## config.mk

```make
export PLATFORM = sky130hd
export DESIGN_NAME = mcpu_fetch_unit
export DESIGN_NICKNAME = d
export VERILOG_FILES = /design/src/rtl/mcpu_pkg.sv /design/src/rtl/mcpu_fetch_queue.sv /design/src/rtl/mcpu_fetch_unit.sv
export SDC_FILE = /design/constraint.sdc
export NUM_CORES = 1
export LEC_CHECK = 0
export ABC_AREA = 1
export BUFFER_PORTS_ARGS = -buffer_cell sky130_fd_sc_hd__buf_2
export CAP_MARGIN = 20
export CORE_MARGIN = 5
export CORE_UTILIZATION = 30
export CTS_BUF_LIST = sky130_fd_sc_hd__clkbuf_4 sky130_fd_sc_hd__clkbuf_8
export DETAILED_ROUTE_END_ITERATION = 12
export PLACE_DENSITY = 0.57
export RECOVER_POWER = 25
export SYNTH_ARGS = -nofsm -noshare
export SYNTH_HDL_FRONTEND = slang
export SYNTH_HIERARCHICAL = 1
export SYNTH_SLANG_ARGS = --single-unit
```

## constraint.sdc

```tcl
create_clock -name clk -period 4.4 [get_ports clk]
set_input_delay 0.88 -clock clk [delete_from_list [all_inputs] [get_ports clk]]
set_output_delay 0.88 -clock clk [all_outputs]
set_load 0.005 [all_outputs]
```

## src/rtl/mcpu_pkg.sv

```systemverilog
// Shared MicroCPU definitions: default word/address widths, reset PC and the
// prefetch queue entry layout.
package mcpu_pkg;

    localparam int MCPU_WORD_SIZE  = 8;
    localparam int MCPU_ADDR_WIDTH = 8;
    localparam int MCPU_RESET_PC   = 0;

    typedef struct packed {
        logic [MCPU_ADDR_WIDTH-1:0] pc;
        logic [MCPU_WORD_SIZE-1:0]  instr;
    } fetch_entry_t;

endpackage

```

## src/rtl/mcpu_fetch_queue.sv

```systemverilog
// Circular prefetch buffer of DEPTH entries with push/pop/flush; the head
// entry is always visible on dout.
module mcpu_fetch_queue
    import mcpu_pkg::*;
#(
    parameter int  DEPTH   = 2,
    parameter type entry_t = fetch_entry_t,
    localparam int CW      = $clog2(DEPTH + 1),
    localparam int PW      = (DEPTH > 1) ? $clog2(DEPTH) : 1
) (
    input  logic          clk,
    input  logic          rst,
    input  logic          push,
    input  logic          pop,
    input  logic          flush,
    input  entry_t        din,
    output entry_t        dout,
    output logic [CW-1:0] count,
    output logic          full,
    output logic          empty
);

    logic [PW-1:0] head_q, head_d;
    logic [PW-1:0] tail_q, tail_d;
    logic [CW-1:0] count_q, count_d;
    entry_t        mem_q [DEPTH];

    function automatic logic [PW-1:0] ptr_inc(input logic [PW-1:0] p);
        if (p == PW'(DEPTH - 1)) begin
            return '0;
        end else begin
            return p + PW'(1);
        end
    endfunction

    // Pointer and occupancy next-state; flush wins over push/pop
    always_comb begin
        head_d  = head_q;
        tail_d  = tail_q;
        count_d = count_q;
        if (flush) begin
            head_d  = '0;
            tail_d  = '0;
            count_d = '0;
        end else begin
            if (push) begin
                tail_d = ptr_inc(tail_q);
            end else begin
                tail_d = tail_q;
            end
            if (pop) begin
                head_d = ptr_inc(head_q);
            end else begin
                head_d = head_q;
            end
            count_d = count_q + CW'(push) - CW'(pop);
        end
    end

    // Pointer and occupancy registers
    always_ff @(posedge clk or posedge rst) begin
        if (rst) begin
            head_q  <= '0;
            tail_q  <= '0;
            count_q <= '0;
        end else begin
            head_q  <= head_d;
            tail_q  <= tail_d;
            count_q <= count_d;
        end
    end

    // Storage is cleared on reset so the head never reads as X
    always_ff @(posedge clk or posedge rst) begin
        if (rst) begin
            for (int i = 0; i < DEPTH; i++) begin
                mem_q[i] <= '0;
            end
        end else if (push && !flush) begin
            mem_q[tail_q] <= din;
        end
    end

    assign dout  = mem_q[head_q];
    assign count = count_q;
    assign full  = (count_q == CW'(DEPTH));
    assign empty = (count_q == '0);

endmodule

```

## src/rtl/mcpu_fetch_unit.sv

```systemverilog
// MicroCPU fetch stage: owns the PC, reads the RAM instruction port and feeds
// decode through a small prefetch queue; branch redirect flushes the queue.
module mcpu_fetch_unit #(
    parameter int                  WORD_SIZE  = mcpu_pkg::MCPU_WORD_SIZE,
    parameter int                  ADDR_WIDTH = mcpu_pkg::MCPU_ADDR_WIDTH,
    parameter int                  DEPTH      = 2,
    parameter logic [ADDR_WIDTH-1:0] RESET_PC = ADDR_WIDTH'(mcpu_pkg::MCPU_RESET_PC)
) (
    input  logic                  clk,
    input  logic                  reset,
    input  logic                  fetch_en,
    output logic [ADDR_WIDTH-1:0] instraddr,
    input  logic [WORD_SIZE-1:0]  instrrd,
    input  logic                  redirect_valid,
    input  logic [ADDR_WIDTH-1:0] redirect_addr,
    output logic                  instr_valid,
    input  logic                  instr_ready,
    output logic [WORD_SIZE-1:0]  instr_data,
    output logic [ADDR_WIDTH-1:0] instr_pc
);

    import mcpu_pkg::*;

    localparam int CW = $clog2(DEPTH + 1);

    typedef struct packed {
        logic [ADDR_WIDTH-1:0] pc;
        logic [WORD_SIZE-1:0]  instr;
    } entry_t;

    logic [ADDR_WIDTH-1:0] pc_q, pc_d;
    logic                  pop_s;
    logic                  fetch_s;
    logic [CW-1:0]         q_count_s;
    logic                  q_full_s;
    logic                  q_empty_s;
    entry_t                q_din_s;
    entry_t                q_dout_s;

    assign pop_s   = (q_count_s != '0) & instr_ready;
    // A pop in the same cycle frees the slot the new fetch lands in
    assign fetch_s = fetch_en & ~redirect_valid & (~q_full_s | pop_s);
    assign q_din_s = '{pc: pc_q, instr: instrrd};

    // PC next-state: redirect beats sequential fetch; wraps naturally
    always_comb begin
        pc_d = pc_q;
        if (redirect_valid) begin
            pc_d = redirect_addr;
        end else if (fetch_s) begin
            pc_d = pc_q + ADDR_WIDTH'(1);
        end else begin
            pc_d = pc_q;
        end
    end

    // Program counter register
    always_ff @(posedge clk or posedge reset) begin
        if (reset) begin
            pc_q <= RESET_PC;
        end else begin
            pc_q <= pc_d;
        end
    end

    mcpu_fetch_queue #(
        .DEPTH   (DEPTH),
        .entry_t (entry_t)
    ) u_queue (
        .clk   (clk),
        .rst   (reset),
        .push  (fetch_s),
        .pop   (pop_s & ~redirect_valid),
        .flush (redirect_valid),
        .din   (q_din_s),
        .dout  (q_dout_s),
        .count (q_count_s),
        .full  (q_full_s),
        .empty (q_empty_s)
    );

    assign instraddr   = pc_q;
    assign instr_valid = ~q_empty_s;
    assign instr_data  = q_dout_s.instr;
    assign instr_pc    = q_dout_s.pc;

endmodule

```

# --- Word level (Yosys, flattened, before mapping) ---
# Index checks and enable logic that the tools add are counted.
totals:
  wordCells: 49
  regBits: 44
  out_inout_bits: 25
  inputBits: 21
op_classes:
  addsub: 5
  magnitude_cmp: 3
  n_eq_ne: 1
  n_reduce_logical: 7
  n_bitwise: 10
  mux: 15
op_table:
  columns: ["cell", "count"]
  rows:
  - ["$mux W16", 4]
  - ["$bwmux W32", 1]
  - ["$demux W16 S1", 1]
  - ["$mux W8", 2]
  - ["$add A8 B1 Y8 const B", 1]
  - ["$mux W1", 6]
  - ["$reduce_bool A2 Y1", 3]
  - ["$and A1 B1 Y1", 4]
  - ["$ge A2 B2 Y1 const B", 2]
  - ["$not A1 Y2", 2]
  - ["$not A1 Y1", 3]
  - ["$add A1 B1 Y1 const B", 2]
  - ["$add A2 B1 Y2", 1]
  - ["$eq A2 B2 Y1 const B", 1]
  - ["$logic_and A1 B1 Y1", 2]
  - ["$logic_not A2 Y1", 1]
  - ["$lt A2 B1 Y1 const B", 1]
  - ["$mux W2", 1]
  - ["$sub A2 B1 Y2", 1]
  - ["$logic_not A1 Y1", 1]
  - ["$or A1 B1 Y1", 1]

# --- Logic depth before layout (Yosys ltp) ---
# Gate-level depths: netlist of the first run.
depth:
  word_depth: 7
  ltp_mapped: 8
  ltp_nobuf: 8

# --- By module ---
# Netlist of the first run, hierarchy kept.
by_module_without_submodules:
  columns: ["mod", "seq_area_each_um2", "cells_per_inst", "n_inst", "area_each_um2"]
  rows:
  - ["mcpu_fetch_queue", 900.9, 165, 1, 1808.0]
  - ["mcpu_fetch_unit", 200.2, 82, 1, 591.8]

# --- Least setup slack after synthesis of the first run ---
# OpenSTA, ideal clock, no wires.
synth_path:
  kind: "input to register"
  start: "in fetch_en"
  end: "reg u_queue/mem_q[16] in the netlist's numbering"
  n_path_buf: 1
  required_ps: 4282
  path_slack_ps: 2514
  cell_stages: 7
  arrival_ps: 1767
  setup_time_ps: 118
  path_cell_list: "inv_1 -> nor2_2 -> a21boi_4 -> nand3b_4 -> buf_6 -> nand2_1 -> o21ai_2"
synth_via:
  elab_chain_len: 3
synth_rtl:
  columns: ["item", "line_no", "text"]
  rows:
  - ["start, declared", "mcpu_fetch_unit.sv:11", "input logic fetch_en,"]
  - ["$and A1 B1 Y1 (2 in series)", "mcpu_fetch_unit.sv:42", "assign fetch_s = fetch_en & ~redirect_valid & (~q_full_s | pop_s);"]
  - ["net fetch_s", "mcpu_fetch_unit.sv:33", "logic fetch_s;"]
  - ["$logic_and A1 B1 Y1", "mcpu_fetch_queue.sv:79", "end else if (push && !flush) begin"]
  - ["end signal, assigned by index", "mcpu_fetch_queue.sv:80", "mem_q[tail_q] <= din;"]
  - ["end, declared", "mcpu_fetch_queue.sv:26", "entry_t mem_q [DEPTH];"]
# The timed path passes the listed nets, and every way through them passes these cells.
# A chain may end at the register's enable or synchronous reset.

# --- Worst setup path after layout of the first run ---
layout_path:
  start: "reg u_queue.head_q"
  end: "out instr_pc[7]"
layout_via:
  elab_chain_len: 4
layout_rtl:
  columns: ["item", "line_no", "text"]
  rows:
  - ["start, declared", "mcpu_fetch_queue.sv:23", "logic [PW-1:0] head_q, head_d;"]
  - ["start signal, assigned", "mcpu_fetch_queue.sv:63", "head_q <= '0;"]
  - ["start signal, assigned", "mcpu_fetch_queue.sv:67", "head_q <= head_d;"]
  - ["$not A1 Y2 (implied by the code)", "mcpu_fetch_queue.sv:84", "assign dout = mem_q[head_q];"]
  - ["$mux W16 (implied by the code) (3 in series)", "mcpu_fetch_queue.sv:84", null]
  - ["end, declared", "mcpu_fetch_unit.sv:19", "output logic [ADDR_WIDTH-1:0] instr_pc"]
# Every way passes these cells. The select of a mux whose other input is x is not followed.

==> results of run 1 <==
## kinds of logic (layout without fill, tap and decap cells)
logic type / Yosys count / count (layout) / share of synthesized area, %
AO/OA/AOI/OAI: 39 / 39 / 14.2
XOR/XNOR: 3 / 3 / 1.10
adder cells (fa/ha/maj): 3 / 3 / 1.56
buffers and inverters: 40 / 85 / 9.07
flip-flops: 44 / 44 / 45.9
multiplexers: 16 / 16 / 8.76
AND/OR/NAND/NOR: 102 / 102 / 19.4
## final cells by class
class | instances | area (sq um)
Clock buffer | 6 | 82.6
Clock inverter | 2 | 38.8
Fill cell | 818 | 4990
Inverter | 31 | 116
Multi-Input combinational cell | 163 | 1080
Sequential cell | 44 | 1100
Tap cell | 102 | 128
Timing Repair Buffer | 46 | 229
## synthesized netlist by cell type (all sizes together)
cell,n
mux2,16
nand3b,1
a21oi,2
nand2,70
inv,31
ha,3
nand3,20
dfrtp,44
o21ai,36
nor2,11
a21boi,1
buf,9
xnor2,2
xor2,1
## worst max-delay path, stage by stage, from the launching register on
cell and delay [ns]:
dfrtp_1 0.94, mux2_2 0.43, buf_2 0.13
## placed cells by master (no fill, tap or decap), drive strengths merged, types with 3 or more instances in the layout
master and count:
o21ai 36, dfrtp 44, nand3 20, buf 45
nand2 70, clkbuf 7, ha 3, nor2 11
inv 31, mux2 16
## routing by layer
metal / share of wire (%) / global-route usage [%] / vias up
li1: - / - / 878
met1: 48 / 14.4 / 772
met2: 45 / 16.4 / 39
met3: 5.2 / 2.95 / 6
met4: 1.4 / 3.26 / 0
met5: 0 / 0 / -
## power groups by stage
stage | combinational [mW] | clock, mW | sequential, mW
finish | 0.367 | 0.327 | 0.594
global route | 0.417 | 0.359 | 0.609
CTS | 0.378 | 0.341 | 0.594
detailed placement | 0.376 | 0 | 0.602
global placement | 0.367 | 0 | 0.598
floorplan | 0.284 | 0 | 0.574
## registers in the layout (all words and copies together) (netlist names)
name	flops
instraddr	8
u_queue/count	2
u_queue/head_q	1
u_queue/mem_q	32
u_queue/tail_q	1
## final timing paths
check / from / depth (start not counted) / slack, ns / endpoint
worst max-delay path: u_queue/head_q$_DFFE_PP0P_ / 2 / 1.72 / instr_pc[7]
worst min-delay path: u_queue/mem_q[2]$_DFFE_PP0P_ / 2 / 0.49 / u_queue/mem_q[2]$_DFFE_PP0P_
worst max register to register: u_queue/count[1]$_DFF_PP0_ / 6 / 2.56 / u_queue/mem_q[9]$_DFFE_PP0P_
worst min register to register: u_queue/mem_q[2]$_DFFE_PP0P_ / 2 / 0.49 / u_queue/mem_q[2]$_DFFE_PP0P_
max in group asynchronous: reset / 3 / 1.98 / u_queue/head_q$_DFFE_PP0P_
min in group asynchronous: reset / 2 / 0.52 / instraddr[4]$_DFFE_PP0P_
==> flow_metrics.py, run 1 <==
metrics = {
    "sta": {
        "max_freq_mhz": 373,
        "min_period_ns": 2.68,
        "setup_viol": 0,
        "hold_violations": 0,
        "rsz0062_at_grt": "false",
        "holdWs_ns": 0.486,
        "slew_headroom_pct": -30.9,
        "fin_ws_ns": 1.72,
        "period_share_pct": 60.9,
        "fin_tns_setup_ns": 0,
        "fin_skew_ns": 0.00622,
        "worstMarginPinSlew_ns": 1.96,
        "finalMaxSlewViolations": 37,
    },
    "worst_setup_path": {
        "crit_required_ns": 3.52,
        "cp.arrival_ns": 1.80,
        "critPathLaunchType": "register",
        "end_kind": "output pin",
        "cp_max_fo": 18,
        "crit_type": "register to output pin",
    },
    "synthesis": {
        "synth_seq_cells": 44,
        "synth_seq_area_share_pct": 45.9,
        "yosys_warnings": 6,
        "syn_avg_cell_area_sq_um": 9.72,
        "netlist_area_sq_um": 2400,
        "syn_nets": 271,
        "synthCells": 247,
        "synth.area.top_cells": "dfrtp_1 46%, o21ai_2 12%, nand2_1 11%, mux2_4 5.0%, inv_1 4.5%",
        "synth_cell_types": 23,
        "synth_top_cell_by_area": "dfrtp_1",
        "synth_top_area_share_pct": 45.9,
    },
    "finish": {
        "area_growth_pct": 15.7,
        "drive_above_1_share_pct": 39.4,
        "fin_area_sq_um": 2780,
        "num_antenna_cells": 0,
        "nets": 315,
        "fin_cells": 394,
        "fin_util_pct": 35.7,
    },
    "cts": {
        "cts_setup_buffers": 0,
        "cts-buffers-inserted": 5,
        "cts_tree": "done",
        "cts_root_buf": "clkbuf_8",
        "clk_latency_ns": 0.30,
        "clkTransAtPathRegs_ns": 0.08,
        "postCtsHoldBufs": 0,
        "postCtsResizedCells": 0,
        "htree_levels": 2,
        "cts.path.max_buffers": 2,
        "cts.sinks": 44,
    },
    "placement": {
        "dpl_cell_area_sq_um": 2660,
        "post-place-ws_ns": 1.84,
        "place.gp.congestion": 0.787,
        "dp_cells": 386,
        "portBuffers": 45,
        "dp_hpwl_mm": 3.57,
    },
    "global_routing": {
        "grt_pass1_vias": 1756,
        "track_usage_pct": 10.6,
        "grt_pass1_wl_mm": 8.48,
        "grt_max_degree": 37,
        "grt_overflow": 0,
        "antenna_found_initial": 0,
    },
    "pwr": {
        "power_leakage_nw": 1.44,
        "switching_share_pct": 31.1,
        "netSwitchingPower_mw": 0.401,
        "vdd_ir_drop_max_uv": 143,
        "intPower_mw": 0.886,
        "clock_power_share_pct": 25.4,
        "pwr-share-seq_pct": 46.1,
        "combPwrFrac_pct": 28.5,
        "power_mw": 1.29,
        "p_per_area_nw_per_um2": 464,
    },
    "die": {
        "die_height_microns": 99.4,
        "start_util_pct": 30.9,
        "die_w_microns": 99.4,
        "rows": 32,
        "die_area_sq_um": 9890,
        "coreArea_sq_um": 7770,
        "ios": 46,
    },
    "routing": {
        "drc": 0,
        "wire_per_inst_microns": 12.6,
        "drt.antenna.violating_nets": 0,
        "via_per_inst": 4.30,
        "drt_wl_total_mm": 4.96,
        "drtIter0Drc": 85,
        "first_pass_iters": 4,
        "num_vias": 1695,
    },
    "min_path": {
        "hold_path_class": "register to register",
    },
    "flow_run": {
        "drv_cap": 1,
    },
    "outcome": {
        "violations": "max-capacitance violations, max-slew violations",
        "status": "finished with violations",
    },
}
Power figures use the tool's default switching activity.
==> run 2: changes to the inputs <==
==> constraint.sdc (replaced) <==
create_clock -name clk -period 2.6 [get_ports clk]
set_input_delay 0.52 -clock clk [delete_from_list [all_inputs] [get_ports clk]]
set_output_delay 0.52 -clock clk [all_outputs]
set_load 0.005 [all_outputs]
==> flow_metrics.py, run 2 (same netlist as run 1, synthesis figures left out) <==
metrics = {
    "sta": {
        "worstMarginPinSlew_ns": 0.469,
        "rsz0062_at_grt": "false",
        "fin_ws_ns": 0.499,
        "fin_skew_ns": 0.00682,
        "min_period_ns": 2.10,
        "finalMaxSlewViolations": 0,
        "max_freq_mhz": 476,
        "fin_tns_setup_ns": 0,
        "period_share_pct": 80.8,
        "slew_headroom_pct": 68.8,
        "setup_viol": 0,
        "hold_violations": 0,
    },
    "pwr": {
        "vdd_ir_drop_max_uv": 242,
        "clock_power_share_pct": 24.7,
        "switching_share_pct": 31.4,
        "power_leakage_nw": 1.45,
        "intPower_mw": 1.48,
        "combPwrFrac_pct": 29.3,
        "pwr-share-seq_pct": 46.1,
        "p_per_area_nw_per_um2": 771,
        "netSwitchingPower_mw": 0.676,
    },
    "worst_setup_path": {
        "cp.arrival_ns": 1.58,
        "crit_type": "register to output pin",
        "crit_required_ns": 2.08,
        "end_kind": "output pin",
        "cp_max_fo": 12,
        "critPathLaunchType": "register",
    },
    "finish": {
        "nets": 316,
        "mostFrequentLayoutCells": "69 x nand2_1, 45 x buf_2, 44 x dfrtp_1",
        "top_register": "u_queue/mem_q",
        "num_antenna_cells": 0,
        "layout_commonest_cell": "nand2_1",
        "largest_reg_flops": 32,
        "area_growth_pct": 16.5,
        "drive_above_1_share_pct": 39.9,
    },
    "cts": {
        "cts_setup_buffers": 0,
        "cts-buffers-inserted": 5,
        "cts.path.max_buffers": 2,
        "htree_levels": 2,
        "postCtsResizedCells": 0,
        "cts.sinks": 44,
        "cts_tree": "done",
        "cts_root_buf": "clkbuf_8",
        "clk_latency_ns": 0.30,
        "postCtsHoldBufs": 0,
        "clkTransAtPathRegs_ns": 0.08,
    },
    "placement": {
        "portBuffers": 45,
        "dp_hpwl_mm": 3.49,
        "post-place-ws_ns": 0.419,
        "place.gp.congestion": 0.763,
    },
    "die": {
        "start_util_pct": 30.9,
        "ios": 46,
        "die_w_microns": 99.4,
        "die_area_sq_um": 9890,
        "die_height_microns": 99.4,
        "rows": 32,
        "coreArea_sq_um": 7770,
    },
    "global_routing": {
        "grt_max_degree": 37,
        "track_usage_pct": 9.98,
        "grt_overflow": 0,
        "antenna_found_initial": 0,
        "grt_pass1_wl_mm": 8.09,
        "grt_pass1_vias": 1701,
    },
    "flow_run": {
        "drv_cap": 0,
    },
    "min_path": {
        "hold_path_class": "input port to asynchronous set/reset pin",
    },
    "routing": {
        "drc": 0,
        "drt.antenna.violating_nets": 0,
        "first_pass_iters": 4,
        "drtIter0Drc": 45,
        "via_per_inst": 4.28,
        "wire_per_inst_microns": 12.1,
        "drt_wl_total_mm": 4.77,
        "num_vias": 1692,
    },
    "outcome": {
        "status": "finished clean",
    },
}
## run 2: area by class of cell
type	instances	area [sq um]
clock buffers	5	68.8
inverters	31	116
well taps	102	128
fillers	815	4970
repair buffers	47	253
flip-flops and latches	44	1100
multi-input cells	163	1080
clock inverters	3	47.5
## run 2: path summary, 6_finish.rpt
kind	start	slack, ns	cells past startpoint	to
min in group clk	redirect_addr[2]	0.44	3	instraddr[2]$_DFFE_PP0P_
hold reg to reg	u_queue/mem_q[11]$_DFFE_PP0P_	0.49	2	u_queue/mem_q[11]$_DFFE_PP0P_
setup / recovery	u_queue/head_q$_DFFE_PP0P_	0.50	3	instr_pc[7]
hold / removal	reset	0.16	2	instraddr[4]$_DFFE_PP0P_
setup reg to reg	u_queue/count[1]$_DFF_PP0_	0.77	6	u_queue/mem_q[7]$_DFFE_PP0P_
max in group asynchronous	reset	1.95	3	u_queue/mem_q[7]$_DFFE_PP0P_
## run 2: routing by layer
| layer | global-route usage, % | vias up | routed length (microns) |
|---|---|---|---|
| met5 | 0 | - | 0 |
| met4 | 2.84 | 0 | 29 |
| met3 | 2.73 | 2 | 284 |
| met2 | 15.8 | 43 | 2180 |
| met1 | 13.4 | 766 | 2280 |
| li1 | - | 881 | - |
## run 2: worst max-delay path: stages (launching register included)
cell	delay [ns]
dfrtp_1	0.60
buf_12	0.20
mux2_2	0.35
buf_2	0.13
## run 2: power groups by stage
| stage | Combinational, mW | Sequential (mW) | Clock (mW) |
|---|---|---|---|
| CTS | 0.648 | 0.995 | 0.553 |
| finish | 0.632 | 0.993 | 0.532 |
| floorplan | 0.481 | 0.971 | 0 |
| global route | 0.713 | 1.02 | 0.587 |
| global placement | 0.633 | 1.00 | 0 |
| detailed placement | 0.646 | 1.01 | 0 |
## run 2: through the flow
stage / hold slack (ns) / instance area [sq um] / utilization, % / cells / power (mW)
4_1_cts: 0.158 / 2800 / 36.0 / 395 / 2.20
5_1_grt: 0.177 / 2800 / 36.0 / 395 / 2.32
6_report: 0.161 / 2800 / 36.0 / 395 / 2.16
2_1_floorplan: 0.336 / 2400 / - / 247 / 1.45
3_3_place_gp: 0.459 / 2680 / 34.5 / 387 / 1.64
3_5_place_dp: 0.466 / 2680 / 34.5 / 387 / 1.65
